### src/rtl/bus_driver_arbiter_if.sv
// Bundle of the source-side and consumer-side signals of the bus arbiter.
//   slave  : arbiter view (sources and err_clr in, bus and debug status out)
//   master : driver view, the source units plus the bus consumers
//   src_data          packed source words, source i at [i*WIDTH +: WIDTH]
//   src_ena           gate enables, one per source
//   err_clr           synchronous clear of the contention debug state
//   bus / bus_valid / grant                         resolved bus, aligned with each other
//   contention / contention_sticky / contention_cnt contention debug outputs
interface bus_driver_arbiter_if #(
  parameter int WIDTH = 16,
  parameter int N_SRC = 4,
  parameter int CNT_W = 8
);
  logic [N_SRC*WIDTH-1:0] src_data;
  logic [N_SRC-1:0]       src_ena;
  logic                   err_clr;
  logic [WIDTH-1:0]       bus;
  logic                   bus_valid;
  logic [N_SRC-1:0]       grant;
  logic                   contention;
  logic                   contention_sticky;
  logic [CNT_W-1:0]       contention_cnt;

  modport slave (
    input  src_data, src_ena, err_clr,
    output bus, bus_valid, grant, contention, contention_sticky, contention_cnt
  );

  modport master (
    output src_data, src_ena, err_clr,
    input  bus, bus_valid, grant, contention, contention_sticky, contention_cnt
  );
endinterface

### src/rtl/bus_driver_arbiter.sv
// Fixed-priority gate of N_SRC sources onto the shared datapath bus.
// Source 0 has the highest priority. When no gate is enabled, the bus shows
// the last value driven onto it, which comes from a clocked hold register.
// Asserting more than one gate is flagged as contention, with a one-cycle
// pulse, a sticky flag and a saturating event counter.
//   clk   rising-edge clock
//   rst_n asynchronous active-low reset
//   bif   bus_driver_arbiter_if.slave (sources, err_clr, bus, grant, status)
// REG_OUT=0 gives a combinational bus with zero latency. REG_OUT=1 registers
// bus, grant and bus_valid, so they follow src_ena by one cycle.
module bus_driver_arbiter #(
  parameter int               WIDTH     = 16,
  parameter int               N_SRC     = 4,
  parameter bit               REG_OUT   = 1'b0,
  parameter int               CNT_W     = 8,
  parameter logic [WIDTH-1:0] RESET_VAL = '0
) (
  input logic                  clk,
  input logic                  rst_n,
  bus_driver_arbiter_if.slave  bif
);

  if (N_SRC < 2) begin : g_bad_nsrc
    $error("bus_driver_arbiter: N_SRC must be >= 2");
  end
  if (WIDTH < 1) begin : g_bad_width
    $error("bus_driver_arbiter: WIDTH must be >= 1");
  end
  if (CNT_W < 1) begin : g_bad_cntw
    $error("bus_driver_arbiter: CNT_W must be >= 1");
  end

  logic [WIDTH-1:0] win_data;
  logic [N_SRC-1:0] grant_c;
  logic             any_ena;
  logic             multi;
  logic             found;

  logic [WIDTH-1:0] hold_q;
  logic             contention_q;
  logic             sticky_q;
  logic [CNT_W-1:0] cnt_q;

  assign any_ena = |bif.src_ena;
  // Clearing the lowest set bit leaves something only if two or more bits were set.
  assign multi   = |(bif.src_ena & (bif.src_ena - N_SRC'(1)));

  // Lowest index wins. This stays a clean mux even during contention.
  always_comb begin
    win_data = '0;
    grant_c  = '0;
    found    = 1'b0;
    for (int i = 0; i < N_SRC; i++) begin
      if (bif.src_ena[i] && !found) begin
        found      = 1'b1;
        grant_c[i] = 1'b1;
        win_data   = bif.src_data[i*WIDTH +: WIDTH];
      end
    end
  end

  // The hold register stands in for the old transparent latch. In registered
  // mode it is also the output register.
  always_ff @(posedge clk or negedge rst_n) begin
    if (!rst_n) begin
      hold_q <= RESET_VAL;
    end else if (any_ena) begin
      hold_q <= win_data;
    end
  end

  // A contention event on the same edge as err_clr wins, so the event is never lost.
  always_ff @(posedge clk or negedge rst_n) begin
    if (!rst_n) begin
      contention_q <= 1'b0;
      sticky_q     <= 1'b0;
      cnt_q        <= '0;
    end else begin
      contention_q <= multi;
      if (multi) begin
        sticky_q <= 1'b1;
        if (bif.err_clr) begin
          cnt_q <= CNT_W'(1);
        end else if (cnt_q != {CNT_W{1'b1}}) begin
          cnt_q <= cnt_q + CNT_W'(1);
        end
      end else if (bif.err_clr) begin
        sticky_q <= 1'b0;
        cnt_q    <= '0;
      end
    end
  end

  if (REG_OUT) begin : g_reg_out
    logic [N_SRC-1:0] grant_q;
    logic             valid_q;

    always_ff @(posedge clk or negedge rst_n) begin
      if (!rst_n) begin
        grant_q <= '0;
        valid_q <= 1'b0;
      end else begin
        grant_q <= grant_c;
        valid_q <= any_ena;
      end
    end

    assign bif.bus       = hold_q;
    assign bif.grant     = grant_q;
    assign bif.bus_valid = valid_q;
  end else begin : g_comb_out
    assign bif.bus       = any_ena ? win_data : hold_q;
    assign bif.grant     = grant_c;
    assign bif.bus_valid = any_ena;
  end

  assign bif.contention        = contention_q;
  assign bif.contention_sticky = sticky_q;
  assign bif.contention_cnt    = cnt_q;

endmodule
### src/flat_wrapper.sv
// flat-port wrapper written by rule: the top's interface ports become plain ports
module bus_driver_arbiter_flat 
#(
  parameter int               WIDTH     = 16,
  parameter int               N_SRC     = 4,
  parameter bit               REG_OUT   = 1'b0,
  parameter int               CNT_W     = 8,
  parameter logic [WIDTH-1:0] RESET_VAL = '0
)
  (clk, rst_n, bif_src_data, bif_src_ena, bif_err_clr, bif_bus, bif_bus_valid, bif_grant, bif_contention, bif_contention_sticky, bif_contention_cnt);
  bus_driver_arbiter_if #(.WIDTH(WIDTH), .N_SRC(N_SRC), .CNT_W(CNT_W)) bif_i ();
  input logic clk;
  input logic rst_n;
  input wire logic [$bits(bif_i.src_data)-1:0] bif_src_data;
  input wire logic [$bits(bif_i.src_ena)-1:0] bif_src_ena;
  input wire logic [$bits(bif_i.err_clr)-1:0] bif_err_clr;
  output wire logic [$bits(bif_i.bus)-1:0] bif_bus;
  output wire logic [$bits(bif_i.bus_valid)-1:0] bif_bus_valid;
  output wire logic [$bits(bif_i.grant)-1:0] bif_grant;
  output wire logic [$bits(bif_i.contention)-1:0] bif_contention;
  output wire logic [$bits(bif_i.contention_sticky)-1:0] bif_contention_sticky;
  output wire logic [$bits(bif_i.contention_cnt)-1:0] bif_contention_cnt;
  assign bif_i.src_data = bif_src_data;
  assign bif_i.src_ena = bif_src_ena;
  assign bif_i.err_clr = bif_err_clr;
  assign bif_bus = bif_i.bus;
  assign bif_bus_valid = bif_i.bus_valid;
  assign bif_grant = bif_i.grant;
  assign bif_contention = bif_i.contention;
  assign bif_contention_sticky = bif_i.contention_sticky;
  assign bif_contention_cnt = bif_i.contention_cnt;
  bus_driver_arbiter #(.WIDTH(WIDTH), .N_SRC(N_SRC), .REG_OUT(REG_OUT), .CNT_W(CNT_W), .RESET_VAL(RESET_VAL)) u_core (.clk(clk), .rst_n(rst_n), .bif(bif_i));
endmodule
### config.mk
export PLATFORM = sky130hd
export DESIGN_NAME = bus_driver_arbiter_flat
export DESIGN_NICKNAME = d
export VERILOG_FILES = /design/src/rtl/bus_driver_arbiter_if.sv /design/src/rtl/bus_driver_arbiter.sv /design/src/flat_wrapper.sv
export SDC_FILE = /design/constraint.sdc
export NUM_CORES = 1
export LEC_CHECK = 0
export ABC_AREA = 1
export CAP_MARGIN = 0
export CORE_UTILIZATION = 42
export CTS_BUF_LIST = sky130_fd_sc_hd__clkbuf_8
export DETAILED_ROUTE_END_ITERATION = 16
export PLACE_DENSITY = 0.95
export REMOVE_ABC_BUFFERS = 1
export SYNTH_ARGS = -nofsm -noshare
export SYNTH_HDL_FRONTEND = slang
export SYNTH_SLANG_ARGS = --single-unit
export TNS_END_PERCENT = 1
### constraint.sdc
create_clock -name clk -period 3.95 [get_ports clk]
set_clock_uncertainty 0.05 [all_clocks]
set_input_delay 0.395 -clock clk [delete_from_list [all_inputs] [get_ports clk]]
set_output_delay 0.395 -clock clk [all_outputs]
set_load 0.01 [all_outputs]
==> flow_summary.json <==
{
  "grt_pass1_wl_um": 8640,
  "ys_warn_count": 0,
  "clock_path_buffers": 2,
  "place_congestion": 0.891,
  "drt_wl_total_um": 5240,
  "startpoint_type": "primary input",
  "yosysSeqAreaShare_pct": 38.2,
  "post_cts_buffers": 0,
  "clock_latency_ps": 280,
  "timing.fmax_mhz": 338,
  "cts_hold_repair.buffers": 0,
  "finalSetupViolCount": 0,
  "clkTransAtPathRegs_ps": 100,
  "worstPathRequired_ps": 3500,
  "wl_per_cell_um": 13.9,
  "antenna_found_initial": 0,
  "via_count": 1852,
  "root_buffer": "clkbuf_8",
  "cts_sinks": 26,
  "rrSetupSlack_ps": 2320,
  "drt_first_pass_iters": 4,
  "crit_buf_inv": 3,
  "p_leak_nw": 1.28,
  "crit_fanout": 18,
  "cap_violations": 0,
  "dieHeight_um": 65.7,
  "viasPerCell": 4.91,
  "synth_area_per_cell_um2": 7.40,
  "dieWidth_um": 65.7,
  "async_reset_ff_share_pct": 100,
  "num_io_pins": 102,
  "relSlewSlack_pct": 56.1,
  "hold_violations": 0,
  "grt_pass1_vias": 1897,
  "place_ws_ps": 1050,
  "status": "finished clean",
  "setup_slack_ps": 989,
  "rsz0062_at_grt": "false",
  "start_util_pct": 45.1,
  "synthTopCellsByCount": "97 x nand2_1, 31 x nand3_1, 26 x dfrtp_1",
  "synth_edf_count": 0,
  "hold_class": "primary input to async pin",
  "insertedDiodeCount": 0,
  "synth_top_area_share_pct": 38.2,
  "cts_max_level": 1,
  "cts_tree": "done",
  "grt_use_total_pct": 26.0,
  "synth_most_common_cell": "nand2_1",
  "power_w": 0.000749,
  "ir_drop_mv": 0.245,
  "r2r-end": "u_core.bif.contention_cnt[5]",
  "critPathMaxStageDelay_ps": 550,
  "grt_max_degree": 27,
  "drive_gt1_share_pct": 12.5,
  "end_kind": "primary output",
  "core_mm2": 0.00377,
  "synth_cell_types": 27,
  "nNetsFinal": 402,
  "tightest_slew_ps": 657,
  "drtIter0Drc": 188,
  "min_period_ps": 2960,
  "ant_nets": 0,
  "worstPathArrival_ps": 2520,
  "mappedNetlistArea_mm2": 0.00170,
  "synthTopCellsByArea": "dfrtp_1 38%, nand2_1 21%, nand3_1 9.1%, nand3_2 5.9%, a21oi_2 4.6%",
  "grt_overflow": 0,
  "synth_cells": 230,
  "worstReg2RegStart": "u_core.bif.contention_cnt[0]",
  "die-area_mm2": 0.00431,
  "ys_seq_elements": 26,
  "crit_family": "buffers and inverters",
  "fin_crit_sh_pct": 75.0,
  "drcViolationCount": 0,
  "synthFlopType": "dfrtp_1",
  "fill_cells": 315,
  "worstSetupPathType": "primary input to primary output",
  "setup_tns_ps": 0,
  "dpl.hpwl_um": 3900,
  "register_area_um2": 651,
  "powerDensity_mw_per_mm2": 268,
  "cp_slowest_cell": "clkdlybuf4s50_1",
  "numPortBuffers": 101,
  "rows": 22,
  "synth_top_area_cell": "dfrtp_1",
  "crit_chain": "clkdlybuf4s50_1 > inv_1 > nor2_4 > nand2_1 > nand3_1 > clkdlybuf4s50_1",
  "reg2regPathDepth": 8,
  "cts_buffers": 3,
  "syn_to_final_growth_pct": 64.3,
  "slew_violations": 0,
  "cts_resized": 0,
  "crit_top_cell": "clkdlybuf4s50_1",
  "multi_input_area_um2": 923
}
-- cell families after synthesis --
family                     synth area share [%]
adders and majority gates                 0.735
buffers and inverters                      7.50
DFF                                        38.2
AOI/OAI and AO/OA                          9.19
and+or+nand+nor                            44.3
-- layout by cell type, fill, tap and decap left out, types with 4 or more instances in the layout --
cell / netlist / layout
nand3_2: 10 / 10
nor2_1: 4 / 4
nand2_1: 97 / 97
dfrtp_1: 26 / 26
a21oi_2: 9 / 9
nand3_1: 31 / 31
clkdlybuf4s50_1: 0 / 101
inv_1: 11 / 11
o21ai_1: 4 / 4
a21oi_1: 7 / 7
inv_2: 4 / 4
-- power by group --
group	internal [W]	total, W	switching (W)
registers	0.000288	0.000300	0.0000121
clock network	0.000136	0.000222	0.0000863
logic	0.000130	0.000227	0.0000972
-- through the flow --
stage	instances	instance area, µm²	utilization [%]	hold slack [ps]
after global placement	373	2720	72.2	413
final	377	2800	74.1	425
after global routing	377	2800	74.1	449
after detailed placement	373	2720	72.2	422
after CTS	377	2800	74.1	439
after floorplan	221	1630	-	49.4
-- worst max-delay path by stage --
stage	depth (start not counted)	slack, ps	to	startpoint
3_3_place_gp	6	1100	bif_bus[7]	bif_src_ena[3]
6_report	6	990	bif_bus[15]	bif_src_ena[3]
2_1_floorplan	4	2190	bif_bus[0]	bif_src_ena[2]
3_5_place_dp	6	1050	bif_bus[0]	bif_src_ena[3]
5_1_grt	6	900	bif_bus[4]	bif_src_ena[3]
4_1_cts	6	1040	bif_bus[15]	bif_src_ena[3]
-- cell type report --
class / instances / share of cell area (%)
tap: 48 / 2.15
timing repair buffer: 104 / 37.0
clock buffer: 3 / 1.48
inverter: 15 / 2.01
clock inverter: 1 / 1.07
multi-input combinational: 180 / 33.0
sequential: 26 / 23.3
-- worst reg2reg max path: stages, from the launching register on --
cell	delay (ps)
dfrtp_1	440
ha_1	210
nand2_1	130
nor2_4	200
nand3_1	200
nand2_1	120
nand2_1	50
nand2_1	70
nand2_1	40
-- metal layers --
layer / up-vias / track usage, % / share of wire, %
met2: 66 / 46.3 / 50
li1: 943 / - / -
met5: - / 0 / 0
met3: 15 / 4.51 / 4.7
met1: 828 / 31.0 / 43
met4: 0 / 8.97 / 2.4
-- registers in the layout (all words and copies together) (netlist names) --
signal	count
u_core.bif.contention	1
u_core.hold_q	16
u_core.bif.contention_cnt	8
u_core.bif.contention_sticky	1
No activity file was read; power rests on OpenSTA's default activity.
==> patch 1, RTL diff (config.mk and constraints unchanged) <==
`REG_OUT` is set to 1'b0 in 2 places; all go to 1'b1.
--- a/src/rtl/bus_driver_arbiter.sv
+++ b/src/rtl/bus_driver_arbiter.sv
@@ -12,5 +12,5 @@
   parameter int               WIDTH     = 16,
   parameter int               N_SRC     = 4,
-  parameter bit               REG_OUT   = 1'b0,
+  parameter bit               REG_OUT   = 1'b1,
   parameter int               CNT_W     = 8,
   parameter logic [WIDTH-1:0] RESET_VAL = '0
--- a/src/flat_wrapper.sv
+++ b/src/flat_wrapper.sv
@@ -4,5 +4,5 @@
   parameter int               WIDTH     = 16,
   parameter int               N_SRC     = 4,
-  parameter bit               REG_OUT   = 1'b0,
+  parameter bit               REG_OUT   = 1'b1,
   parameter int               CNT_W     = 8,
   parameter logic [WIDTH-1:0] RESET_VAL = '0
Behaviour: not the same (Yosys sat finds a counterexample within 4 cycles, from zero or initial values and one cycle with rst_n low).
==> patch 1 against the original RTL <==
  * Final area rose by 4.0%
  * Synthesized area rose by 5.8%
  * Cell count rose by 2.7%
  * Sequential cell count rose by 5
  * Largest cell class unchanged
  * Routed wire length rose by 2.4%
  * Critical path type is now primary input to register
  * Non-clock buffer count fell by 2
  * Worst setup slack improved by 0.52 ns
  * Power rose by 9.2%
  * Critical endpoint is now u_core.bif.contention_cnt[5]
  * Highest routed layer unchanged
==> patch 1: results <==
[status]
outcome = finished clean

[worst_setup_path]
cp_slowest_cell = clkdlybuf4s50_1
critPathMaxStageDelay_ns = 0.89
cp-startpoint = bif_src_ena[0]
endpoint = u_core.bif.contention_cnt[5]
r2r-start = u_core.bif.contention_cnt[0]
r2r_slack_ns = 2.22
arrival_ns = 2.57
rr_worst_depth = 7
r2r_end = u_core.bif.contention_cnt[0]
crit_fanout = 21

[drt]
wl_per_cell_um = 13.9
vias = 2011
vias_per_cell = 5.20
dr.first_iter.drc_count = 170

[global_route]
grt_pass1_wl_mm = 8.76
grt_max_degree = 32
grt_pass1_vias = 1942
antenna_found_initial = 0
grt_usage_pct = 26.5

[synthesis]
synth-compound-area-share_pct = 7.57
synth_area_leaders = dfrtp_1, nand2_1, nand4_1
synth_xor_area_share_pct = 0
synthArstFlopShare_pct = 100
yosys-top-cells-count = nand2_1, dfrtp_1, nand3_1, nand4_1, a21oi_1
synthMuxAreaShare_pct = 0
synth-adder-area-share_pct = 0.695
synth.avg_cell_area_um2 = 7.63
synth.distinct_cells = 24
ys_seq_area_share_pct = 43.1

[cells_and_area]
nFillCells = 304
antenna_cells = 0
largest_reg_flops = 16
layout.nets = 408
drive_gt1_share_pct = 9.50

[clock_network]
clk_path_buf_depth = 2
numCtsBuffers = 5
clk_latency_ns = 0.29
root_buffer = clkbuf_8
postCtsSetupBuffers = 0
ctsResizeCount = 0
clk_pin_slew_worst_paths_ns = 0.06
htree_levels = 2

[power_and_ir_drop]
comb-power_w = 0.000225
leakage_nw = 1.31
ir_drop_mv = 0.195
pwr-share-clk_pct = 28.6
p_int_w = 0.000588

[timing]
max-slew-margin-rel_pct = 38.7

[placed_design]
place.gp.congestion = 0.867
dp_cells = 379
hpwl_mm = 3.90
==> patch 1: cell types whose count changed after synthesis, sizes merged, moves of 2 or more <==
| cell | change |
|---|---|
| dfrtp | +5 |
| clkbuf | +2 |
| o21bai | -2 |
| nand3 | -16 |
| nand4 | +17 |
| nor2 | +2 |
| buf | -2 |
| nand2 | -2 |
==> patch 1: critical path, delay by kind of cell <==
family	cells	cell delay, ns
buf+inv	1	0.89
simple gates	8	1.26
==> patch 1: routing by layer <==
layer	part of all wire, %	vias to the layer above	track usage, %
li1	-	980	-
met4	3.2	0	16.0
met1	38	924	30.1
met2	51	92	43.9
met3	7.3	15	7.26
met5	0	-	0
==> patch 1: logic make-up after synthesis <==
logic type,after synthesis
AOI/OAI and AO/OA,23
adders and majority gates,1
buffers and inverters,25
DFF,31
and+or+nand+nor,156
==> patch 1: through the flow <==
step / setup slack (ns) / hold slack, ns / total power (W) / utilization (%) / cell area [um2]
3_3_place_gp: 1.33 / 0.432 / 0.000583 / 69.7 / 2830
4_1_cts: 1.57 / 0.447 / 0.000821 / 71.7 / 2910
5_1_grt: 1.37 / 0.490 / 0.000860 / 71.7 / 2910
2_1_floorplan: 2.45 / 0.0494 / 0.000439 / - / 1750
6_report: 1.51 / 0.440 / 0.000818 / 71.7 / 2910
3_5_place_dp: 1.27 / 0.432 / 0.000588 / 69.7 / 2830
==> patch 1: cell type report <==
type                    count  area (um2)  area share, %
clock inverters             3        12.5          0.430
flip-flops and latches     31         776           26.7
multi-input cells         180         910           31.3
well taps                  50        62.6           2.15
clock buffers               5        68.8           2.37
inverters                  16        60.1           2.07
repair buffers            102        1020           35.0
==> patch 2, RTL diff (same flow settings) <==
Without the edit above. Reset style: synchronous (`rst_n`), changed in 3 clocked blocks. Comments in the files are not updated.
--- a/src/rtl/bus_driver_arbiter.sv
+++ b/src/rtl/bus_driver_arbiter.sv
@@ -62,5 +62,5 @@
   // The hold register stands in for the old transparent latch. In registered
   // mode it is also the output register.
-  always_ff @(posedge clk or negedge rst_n) begin
+  always_ff @(posedge clk) begin
     if (!rst_n) begin
       hold_q <= RESET_VAL;
@@ -71,5 +71,5 @@
 
   // A contention event on the same edge as err_clr wins, so the event is never lost.
-  always_ff @(posedge clk or negedge rst_n) begin
+  always_ff @(posedge clk) begin
     if (!rst_n) begin
       contention_q <= 1'b0;
@@ -96,5 +96,5 @@
     logic             valid_q;
 
-    always_ff @(posedge clk or negedge rst_n) begin
+    always_ff @(posedge clk) begin
       if (!rst_n) begin
         grant_q <= '0;
Formal check against the unedited RTL: differs if rst_n is asserted again (counterexample within 4 cycles, from zero or initial values and one cycle with rst_n low); with rst_n held inactive, the same outputs for 10 cycles.
==> patch 2 against the original RTL <==
  * Final area shrank 2.3%
  * Worst setup slack lost 0.043 ns
  * Critical path type unchanged
  * Critical endpoint is now bif_bus[10]
  * Sequential cell count is the same
  * Utilization shrank 0.65 points
  * Routed wire length shrank 6.0%
  * Highest routed layer unchanged
  * Synthesized area shrank 3.3%
  * Power shrank 4.4%
  * Cell count grew 3.4%
  * Critical path depth grew 4
  * Global-route usage shrank 2.2 points
==> patch 2: results <==
[synthesis]
synth_top_family_by_area = simple AND/OR/NAND/NOR gates
synth.yosys.warnings = 0
yosys-top-cells-count = nand2_1, dfxtp_1, nand3_1, inv_1, a31oi_1
synthArstFlopShare_pct = 0
synth.avg_cell_area_um2 = 6.77
synth-compound-area-share_pct = 16.2
synth_xor_area_share_pct = 0
synth_area_leaders = dfxtp_1, nand2_1, nand3_1
synth_ff_type = dfxtp_1
synth.distinct_cells = 24
ys_seq_area_share_pct = 31.6
synth-adder-area-share_pct = 0.760

[global_route]
met1_usage_pct = 25.8
grt_pass1_vias = 1777
antenna_found_initial = 0
grt_pass1_wl_mm = 7.81
grt_usage_pct = 23.8
grt_max_degree = 18
met2_usage_pct = 47.1
use_met3_pct = 3.52

[worst_setup_path]
r2r-start = u_core.bif.contention_cnt[1]
crit_fanout = 17
arrival_ns = 2.56
cp-startpoint = bif_src_ena[0]

[power_and_ir_drop]
p_sw_w = 0.000180
power_frac_comb_pct = 29.6
pg_seq_w = 0.000283
ir_drop_mv = 0.193
leakage_nw = 1.15
p_total_w = 0.000716

[timing]
tightest_slew_ns = 0.452
setup_slack_ns = 0.945
fin_setup_tns_ns = 0

[cells_and_area]
layout.nets = 415
instances_no_fill = 390
nFillCells = 316
largest_reg_flops = 16
drive_gt1_share_pct = 12.0
final_area_um2 = 2730

[drt]
dr.first_iter.drc_count = 88
wl_met2_mm = 2.51
vias_per_cell = 5.08
top_layer = met4
met1_length_mm = 2.01
wl_mm = 4.93
dr_wl_met3_um = 341

[placed_design]
hpwl_mm = 3.86
dp_cells = 386
place.gp.congestion = 0.850

[clock_network]
numCtsBuffers = 3
ctsResizeCount = 0
htree_levels = 1

[hold_path]
hold_class = register to register

[status]
outcome = finished clean
patch 2: worst max-delay path: stages:
cell	delay, ns
clkdlybuf4s50_1	0.72
buf_4	0.28
inv_1	0.06
nand2_1	0.07
inv_2	0.14
nand2_1	0.10
nand2_1	0.07
a21oi_2	0.14
nand3_1	0.08
clkdlybuf4s50_1	0.50
patch 2: final cells by class:
| cell class | instances | area share (%) |
|---|---|---|
| repair buffers | 103 | 37.6 |
| multi-input cells | 190 | 35.9 |
| flip-flops and latches | 26 | 19.1 |
| inverters | 19 | 2.61 |
| well taps | 48 | 2.20 |
| clock buffers | 3 | 1.51 |
| clock inverters | 1 | 1.10 |
patch 2: path summary, 6_finish.rpt:
check,endpoint,slack [ns],depth (start not counted)
max,bif_bus[10],0.95,10
min,u_core.bif.contention_sticky,0.41,2
max reg2reg,u_core.bif.contention_cnt[4],2.35,8
min reg2reg,u_core.bif.contention_sticky,0.41,2
